**src/rtl/stopwatch_pkg.sv**
```systemverilog
// rtl/stopwatch_pkg.sv - shared status codes, BCD record and 7-segment decode for the stopwatch display
package stopwatch_pkg;

  localparam logic [1:0] ST_IDLE    = 2'b00;
  localparam logic [1:0] ST_RUNNING = 2'b01;
  localparam logic [1:0] ST_PAUSED  = 2'b10;

  // Active-low {g,f,e,d,c,b,a}
  localparam logic [6:0] SEG_0     = 7'h40;
  localparam logic [6:0] SEG_1     = 7'h79;
  localparam logic [6:0] SEG_2     = 7'h24;
  localparam logic [6:0] SEG_3     = 7'h30;
  localparam logic [6:0] SEG_4     = 7'h19;
  localparam logic [6:0] SEG_5     = 7'h12;
  localparam logic [6:0] SEG_6     = 7'h02;
  localparam logic [6:0] SEG_7     = 7'h78;
  localparam logic [6:0] SEG_8     = 7'h00;
  localparam logic [6:0] SEG_9     = 7'h10;
  localparam logic [6:0] SEG_BLANK = 7'h7F;

  typedef struct packed {
    logic [3:0] min_tens;
    logic [3:0] min_units;
    logic [3:0] sec_tens;
    logic [3:0] sec_units;
  } bcd_time_t;

  typedef enum logic [1:0] {
    CV_IDLE,
    CV_RUN,
    CV_DONE
  } conv_state_t;

  function automatic logic [6:0] seg_decode(input logic [3:0] d);
    logic [6:0] s;
    case (d)
      4'd0:    s = SEG_0;
      4'd1:    s = SEG_1;
      4'd2:    s = SEG_2;
      4'd3:    s = SEG_3;
      4'd4:    s = SEG_4;
      4'd5:    s = SEG_5;
      4'd6:    s = SEG_6;
      4'd7:    s = SEG_7;
      4'd8:    s = SEG_8;
      4'd9:    s = SEG_9;
      default: s = SEG_BLANK;
    endcase
    return s;
  endfunction

endpackage

```
**src/rtl/stopwatch_display_if.sv**
```systemverilog
// rtl/stopwatch_display_if.sv - time inputs and multiplexed 7-segment outputs of the stopwatch display
interface stopwatch_display_if;

  logic [7:0] minutes;
  logic [5:0] seconds;
  logic [1:0] status;
  logic [3:0] an;
  logic [6:0] seg;
  logic       dp;
  logic       min_ovf;

  modport master (
    output minutes, seconds, status,
    input  an, seg, dp, min_ovf
  );

  modport slave (
    input  minutes, seconds, status,
    output an, seg, dp, min_ovf
  );

endinterface

```
**src/rtl/bcd_converter.sv**
```systemverilog
// rtl/bcd_converter.sv - sequential double-dabble of minutes and seconds, one add-3/shift per cycle
module bcd_converter
  import stopwatch_pkg::*;
(
  input  logic       clk,
  input  logic       rst,
  input  logic       start,
  input  logic [7:0] minutes,
  input  logic [5:0] seconds,
  output logic       busy,
  output logic       done,
  output bcd_time_t  result,
  output logic [3:0] min_hund
);

  conv_state_t state, state_nx;
  logic [7:0]  bin_m;
  logic [7:0]  bin_s;
  logic [11:0] bcd_m;
  logic [7:0]  bcd_s;
  logic [2:0]  iter;
  logic        load;
  logic        step;
  logic [19:0] m_shift;
  logic [15:0] s_shift;

  function automatic logic [3:0] add3(input logic [3:0] d);
    return (d >= 4'd5) ? d + 4'd3 : d;
  endfunction

  always_comb begin
    m_shift = {add3(bcd_m[11:8]), add3(bcd_m[7:4]), add3(bcd_m[3:0]), bin_m} << 1;
    s_shift = {add3(bcd_s[7:4]), add3(bcd_s[3:0]), bin_s} << 1;
  end

  always_ff @(posedge clk) begin
    if (rst) begin
      state <= CV_IDLE;
    end else begin
      state <= state_nx;
    end
  end

  // DONE is a one-cycle hold so the result is stable while the top commits it
  always_comb begin
    state_nx = state;
    load     = 1'b0;
    step     = 1'b0;
    done     = 1'b0;
    busy     = (state != CV_IDLE);
    case (state)
      CV_IDLE: begin
        if (start) begin
          load     = 1'b1;
          state_nx = CV_RUN;
        end
      end
      CV_RUN: begin
        step = 1'b1;
        if (iter == 3'd7) begin
          state_nx = CV_DONE;
        end
      end
      CV_DONE: begin
        done     = 1'b1;
        state_nx = CV_IDLE;
      end
      default: state_nx = CV_IDLE;
    endcase
  end

  always_ff @(posedge clk) begin
    if (rst) begin
      bin_m <= '0;
      bin_s <= '0;
      bcd_m <= '0;
      bcd_s <= '0;
      iter  <= '0;
    end else if (load) begin
      bin_m <= minutes;
      bin_s <= {2'b00, seconds};
      bcd_m <= '0;
      bcd_s <= '0;
      iter  <= '0;
    end else if (step) begin
      {bcd_m, bin_m} <= m_shift;
      {bcd_s, bin_s} <= s_shift;
      iter           <= iter + 3'd1;
    end
  end

  assign result   = {bcd_m[7:4], bcd_m[3:0], bcd_s[7:4], bcd_s[3:0]};
  assign min_hund = bcd_m[11:8];

endmodule

```
**src/rtl/stopwatch_display.sv**
```systemverilog
// rtl/stopwatch_display.sv - MM:SS multiplexed common-anode display with blink while paused
module stopwatch_display
  import stopwatch_pkg::*;
#(
  parameter int REFRESH_DIV = 50000,
  parameter int BLINK_TICKS = 250
) (
  input logic                clk,
  input logic                rst,
  stopwatch_display_if.slave bus
);

  localparam int RC_W = $clog2(REFRESH_DIV);
  localparam int BC_W = (BLINK_TICKS > 1) ? $clog2(BLINK_TICKS) : 1;

  logic [7:0]      snap_min;
  logic [5:0]      snap_sec;
  logic            start;
  logic            conv_busy;
  logic            conv_done;
  bcd_time_t       conv_result;
  logic [3:0]      conv_hund;
  bcd_time_t       disp;
  bcd_time_t       view;
  logic            ovf_r;
  logic [RC_W-1:0] rc;
  logic            tick;
  logic [1:0]      idx;
  logic [3:0]      digit;
  logic [BC_W-1:0] bcnt;
  logic            phase_on;
  logic            paused;
  logic            show;
  logic [3:0]      an_r;
  logic [6:0]      seg_r;
  logic            dp_r;

  assign start = !conv_busy && ({bus.minutes, bus.seconds} != {snap_min, snap_sec});

  bcd_converter u_conv (
    .clk      (clk),
    .rst      (rst),
    .start    (start),
    .minutes  (bus.minutes),
    .seconds  (bus.seconds),
    .busy     (conv_busy),
    .done     (conv_done),
    .result   (conv_result),
    .min_hund (conv_hund)
  );

  always_ff @(posedge clk) begin
    if (rst) begin
      snap_min <= '0;
      snap_sec <= '0;
    end else if (start) begin
      snap_min <= bus.minutes;
      snap_sec <= bus.seconds;
    end
  end

  always_ff @(posedge clk) begin
    if (rst) begin
      disp  <= '0;
      ovf_r <= 1'b0;
    end else if (conv_done) begin
      disp  <= conv_result;
      ovf_r <= (conv_hund != 4'd0);
    end
  end

  // Forward a commit landing on a scan tick so the new digit shows in that update
  assign view   = conv_done ? conv_result : disp;
  assign tick   = (rc == RC_W'(REFRESH_DIV - 1));
  assign paused = (bus.status == ST_PAUSED);
  assign show   = !paused || phase_on;

  always_comb begin
    digit = view.sec_units;
    case (idx)
      2'd1:    digit = view.sec_tens;
      2'd2:    digit = view.min_units;
      2'd3:    digit = view.min_tens;
      default: digit = view.sec_units;
    endcase
  end

  always_ff @(posedge clk) begin
    if (rst) begin
      rc    <= '0;
      idx   <= '0;
      an_r  <= 4'b1111;
      seg_r <= SEG_BLANK;
      dp_r  <= 1'b1;
    end else if (tick) begin
      rc    <= '0;
      idx   <= idx + 2'd1;
      an_r  <= ~(4'b0001 << idx);
      seg_r <= show ? seg_decode(digit) : SEG_BLANK;
      dp_r  <= !(show && (idx == 2'd2));
    end else begin
      rc <= rc + RC_W'(1);
    end
  end

  always_ff @(posedge clk) begin
    if (rst || !paused) begin
      bcnt     <= '0;
      phase_on <= 1'b1;
    end else if (tick) begin
      if (bcnt == BC_W'(BLINK_TICKS - 1)) begin
        bcnt     <= '0;
        phase_on <= !phase_on;
      end else begin
        bcnt <= bcnt + BC_W'(1);
      end
    end
  end

  assign bus.an      = an_r;
  assign bus.seg     = seg_r;
  assign bus.dp      = dp_r;
  assign bus.min_ovf = ovf_r;

endmodule

```
**src/flat_wrapper.sv**
```systemverilog
// flat-port wrapper written by rule: the top's interface ports become plain ports
module stopwatch_display_flat import stopwatch_pkg::*;
#(
  parameter int REFRESH_DIV = 50000,
  parameter int BLINK_TICKS = 250
)
  (clk, rst, bus_minutes, bus_seconds, bus_status, bus_an, bus_seg, bus_dp, bus_min_ovf);
  stopwatch_display_if bus_i ();
  input logic clk;
  input logic rst;
  input wire logic [$bits(bus_i.minutes)-1:0] bus_minutes;
  input wire logic [$bits(bus_i.seconds)-1:0] bus_seconds;
  input wire logic [$bits(bus_i.status)-1:0] bus_status;
  output wire logic [$bits(bus_i.an)-1:0] bus_an;
  output wire logic [$bits(bus_i.seg)-1:0] bus_seg;
  output wire logic [$bits(bus_i.dp)-1:0] bus_dp;
  output wire logic [$bits(bus_i.min_ovf)-1:0] bus_min_ovf;
  assign bus_i.minutes = bus_minutes;
  assign bus_i.seconds = bus_seconds;
  assign bus_i.status = bus_status;
  assign bus_an = bus_i.an;
  assign bus_seg = bus_i.seg;
  assign bus_dp = bus_i.dp;
  assign bus_min_ovf = bus_i.min_ovf;
  stopwatch_display #(.REFRESH_DIV(REFRESH_DIV), .BLINK_TICKS(BLINK_TICKS)) u_core (.clk(clk), .rst(rst), .bus(bus_i));
endmodule
```
**config.mk**
```make
export PLATFORM = sky130hd
export DESIGN_NAME = stopwatch_display_flat
export DESIGN_NICKNAME = d
export VERILOG_FILES = /design/src/rtl/stopwatch_pkg.sv /design/src/rtl/stopwatch_display_if.sv /design/src/rtl/bcd_converter.sv /design/src/rtl/stopwatch_display.sv /design/src/flat_wrapper.sv
export SDC_FILE = /design/constraint.sdc
export NUM_CORES = 1
export LEC_CHECK = 0
export BUFFER_PORTS_ARGS = -buffer_cell sky130_fd_sc_hd__buf_4
export CORE_MARGIN = 2
export CORE_UTILIZATION = 61
export DETAILED_ROUTE_END_ITERATION = 6
export PLACE_DENSITY = 0.77
export SLEW_MARGIN = 20
export SYNTH_ARGS = -nofsm -noshare
export SYNTH_HDL_FRONTEND = slang
export SYNTH_HIERARCHICAL = 1
export SYNTH_SLANG_ARGS = --single-unit
```
**constraint.sdc**
```tcl
create_clock -name clk -period 3.95 [get_ports clk]
set_clock_uncertainty 0.05 [all_clocks]
set_input_delay 0.1975 -clock clk [delete_from_list [all_inputs] [get_ports clk]]
set_output_delay 0.1975 -clock clk [all_outputs]
set_load 0.05 [all_outputs]
```
==> metrics.cfg <==
[run_status]
status = finished, final reports clean

[cts]
cts_hold_buf = 0
clock_tree.root_cell = clkbuf_8
htree_levels = 3
cts_tree = built
cts_sinks = 111
numCtsBuffers = 9
cts.repair.resized = 0
post-cts-setup-buffers = 0
clockBufferDepth = 2
insertion_delay_ps = 370
clkTransAtPathRegs_ps = 110

[global_route]
grt-ovfl-total = 0
grt_max_degree = 48
grt_pass1_wl_mm = 18.8
grt_pass1_vias = 3900
antenna_found_initial = 0
grt_util_all_layers = 0.236

[timing]
slew_viol_final = 0
worstMarginPinSlew_ps = 936
rsz0062_at_grt = no
setup_tns_ps = 0
setup_viol = 0
fin_crit_sh = 0.874
hold_viol_final = 0
fmax_mhz = 290
slew_headroom = 0.371
finalCriticalPeriod_ps = 3450

[setup_path]
crit_arrival_ps = 3600
path_cells = nor2b_2, mux2_4, a222oi_1, a21oi_2, o211ai_1, a31oi_1
end_kind = flip-flop
path_buf_inv = 0
cp_max_fo = 18
startpoint_type = flip-flop
critPathMaxStageDelay_ps = 780
crit_type = reg -> reg
cp.required_ps = 4090
cpLargestDelayFamily = compound AO/OA/AOI/OAI gates
crit_slowest_cell = nor2b_2

[power]
comb_power_share = 0.080
pwr-share-seq = 0.546
p_clk_frac = 0.374
finalPower_mw = 2.14
internal_power_mw = 1.64
ir_drop_v = 0.000267
p_sw_frac = 0.234
pwr_density_cell_nw_per_um2 = 372
p_leak_nw = 2.18
p_sw_mw = 0.503

[final_layout]
drive_above_1_share = 0.106
area_growth_syn_to_layout_pct = 9.79
nets = 661
finish.utilization = 0.695
stdcell_count = 727
final_cell_area_um2 = 5770
n_antenna_cell = 0

[logic_synthesis]
synth_fa_ha_area_frac = 0.0595
ys_types = 52
avgSynthCellArea_um2 = 8.77
synthMuxAreaShare = 0.0445
ys_async_sr_fraction = 0
synth-xor-area-share = 0.0633
yosysTopAreaCellShare = 0.423
yosys.area_share.simple = 0.203
synthesis.area_um2 = 5260
synth-edff-count = 0
syn_nets = 642
ys.flop_type = dfxtp_1
synthCells = 599
synth_area_leader_cell = dfxtp_1
synth-seq-cells = 111
seq_area_frac_synth = 0.423
synth_area_leaders = dfxtp_1 42%, ha_1 6.0%, nor2_1 5.4%
ys_top_cells_by_count = 111 x dfxtp_1, 76 x nor2_1, 40 x a21oi_1, 32 x nand2_1
synth_compound_area_frac = 0.162
yosysMostFrequentCell = dfxtp_1
ys.warnings.count = 6
synth_top_family_by_area = simple AND/OR/NAND/NOR gates

[placed_design]
portBuffers = 30
dp_hpwl_mm = 7.62
place_congestion = 0.811
post-place-cells = 712
dpl_cell_area_um2 = 5530

[routing]
drc = 0
dr.pass1.iters = 6
ant_nets = 0
routed_wl_mm = 11.1
wl_per_cell_um = 15.3
dr.first_iter.drc_count = 236
viasPerCell = 5.80
vias = 4214

[die]
dieHeight_um = 96.8
core_area_um2 = 8300
boundaryPins = 31
dieArea_um2 = 9370
die_x_um = 96.8
rows = 33
start_util = 0.633

[min_path]
worstHoldPathType = in -> reg

[flow_run]
maxCapViolCount = 0

==> kinds of logic after synthesis <==
group,Yosys count
fa+ha+maj,25
xor+xnor,38
flops,111
buf+inv,56
simple gates,214
compound gates,133
mux,22
==> sequential cells by signal, indices dropped and copies added (netlist names), 8 cells and up <==
signal               count
u_core/disp             16
u_core/rc               16
u_core/u_conv/bcd_m     12
u_core/bcnt              8
u_core/snap_min          8
u_core/u_conv/bcd_s      8
u_core/u_conv/bin_m      8
u_core/u_conv/bin_s      8
==> final cells by class <==
type                    count  area, µm²
multi-input cells         432       2800
clock inverters             6        116
fillers                   685       2530
clock buffers               9        124
well taps                 105        131
flip-flops and latches    111       2220
repair buffers             36        270
inverters                  28        105
==> power by group through the flow <==
stage	clock, mW	combinational [mW]	sequential [mW]
detailed placement	0	0.170	1.20
global placement	0	0.165	1.19
finish	0.802	0.172	1.17
global route	0.860	0.192	1.18
floorplan	0	0.127	1.19
CTS	0.814	0.170	1.17
==> tightest hold or removal path: stages <==
cell and delay [ps]:
buf_4 120, nand3_1 60, a21oi_1 50
==> stage by stage <==
step,hold WS [ps],setup WS (ps)
6_report,48.3,497
5_1_grt,42.0,301
4_1_cts,43.9,562
3_5_place_dp,396,660
3_3_place_gp,389,784
2_1_floorplan,295,1140
==> cells in the final DEF, fill, tap and decap left out, drive strengths merged, types with 4 or more instances in the layout <==
cell type	n
inv	30
mux2i	14
and3	5
clkbuf	9
a211oi	10
ha	25
mux2	8
and2	11
nor2b	13
xnor2	28
nor2	76
a2111oi	5
nand2	32
a31oi	11
nand4	8
a22o	5
nand2b	8
nor4	4
nor3	16
a41oi	5
o21ai	24
nand3	27
buf	36
o211ai	8
a21oi	41
o22ai	13
dfxtp	111
xor2	10
==> worst paths after layout <==
check | slack [ps] | cells past startpoint | to | startpoint
worst min-delay path | 50 | 3 | u_core/snap_min[4] | bus_minutes[4]
worst max-delay path | 500 | 6 | u_core/bus.seg[6] | u_core/u_conv/state[1]
worst min register to register | 400 | 2 | u_core/u_conv/bcd_s[0] | u_core/u_conv/bin_s[7]
worst max register to register | 500 | 6 | u_core/bus.seg[6] | u_core/u_conv/state[1]
==> metal layers <==
layer	vias up	track usage	share of wire
met5	-	0	0
met4	0	0.0553	0.0085
met3	10	0.0477	0.034
met2	79	0.394	0.49
met1	1995	0.317	0.47
li1	2130	-	-
(Power assumes the default switching activity.)
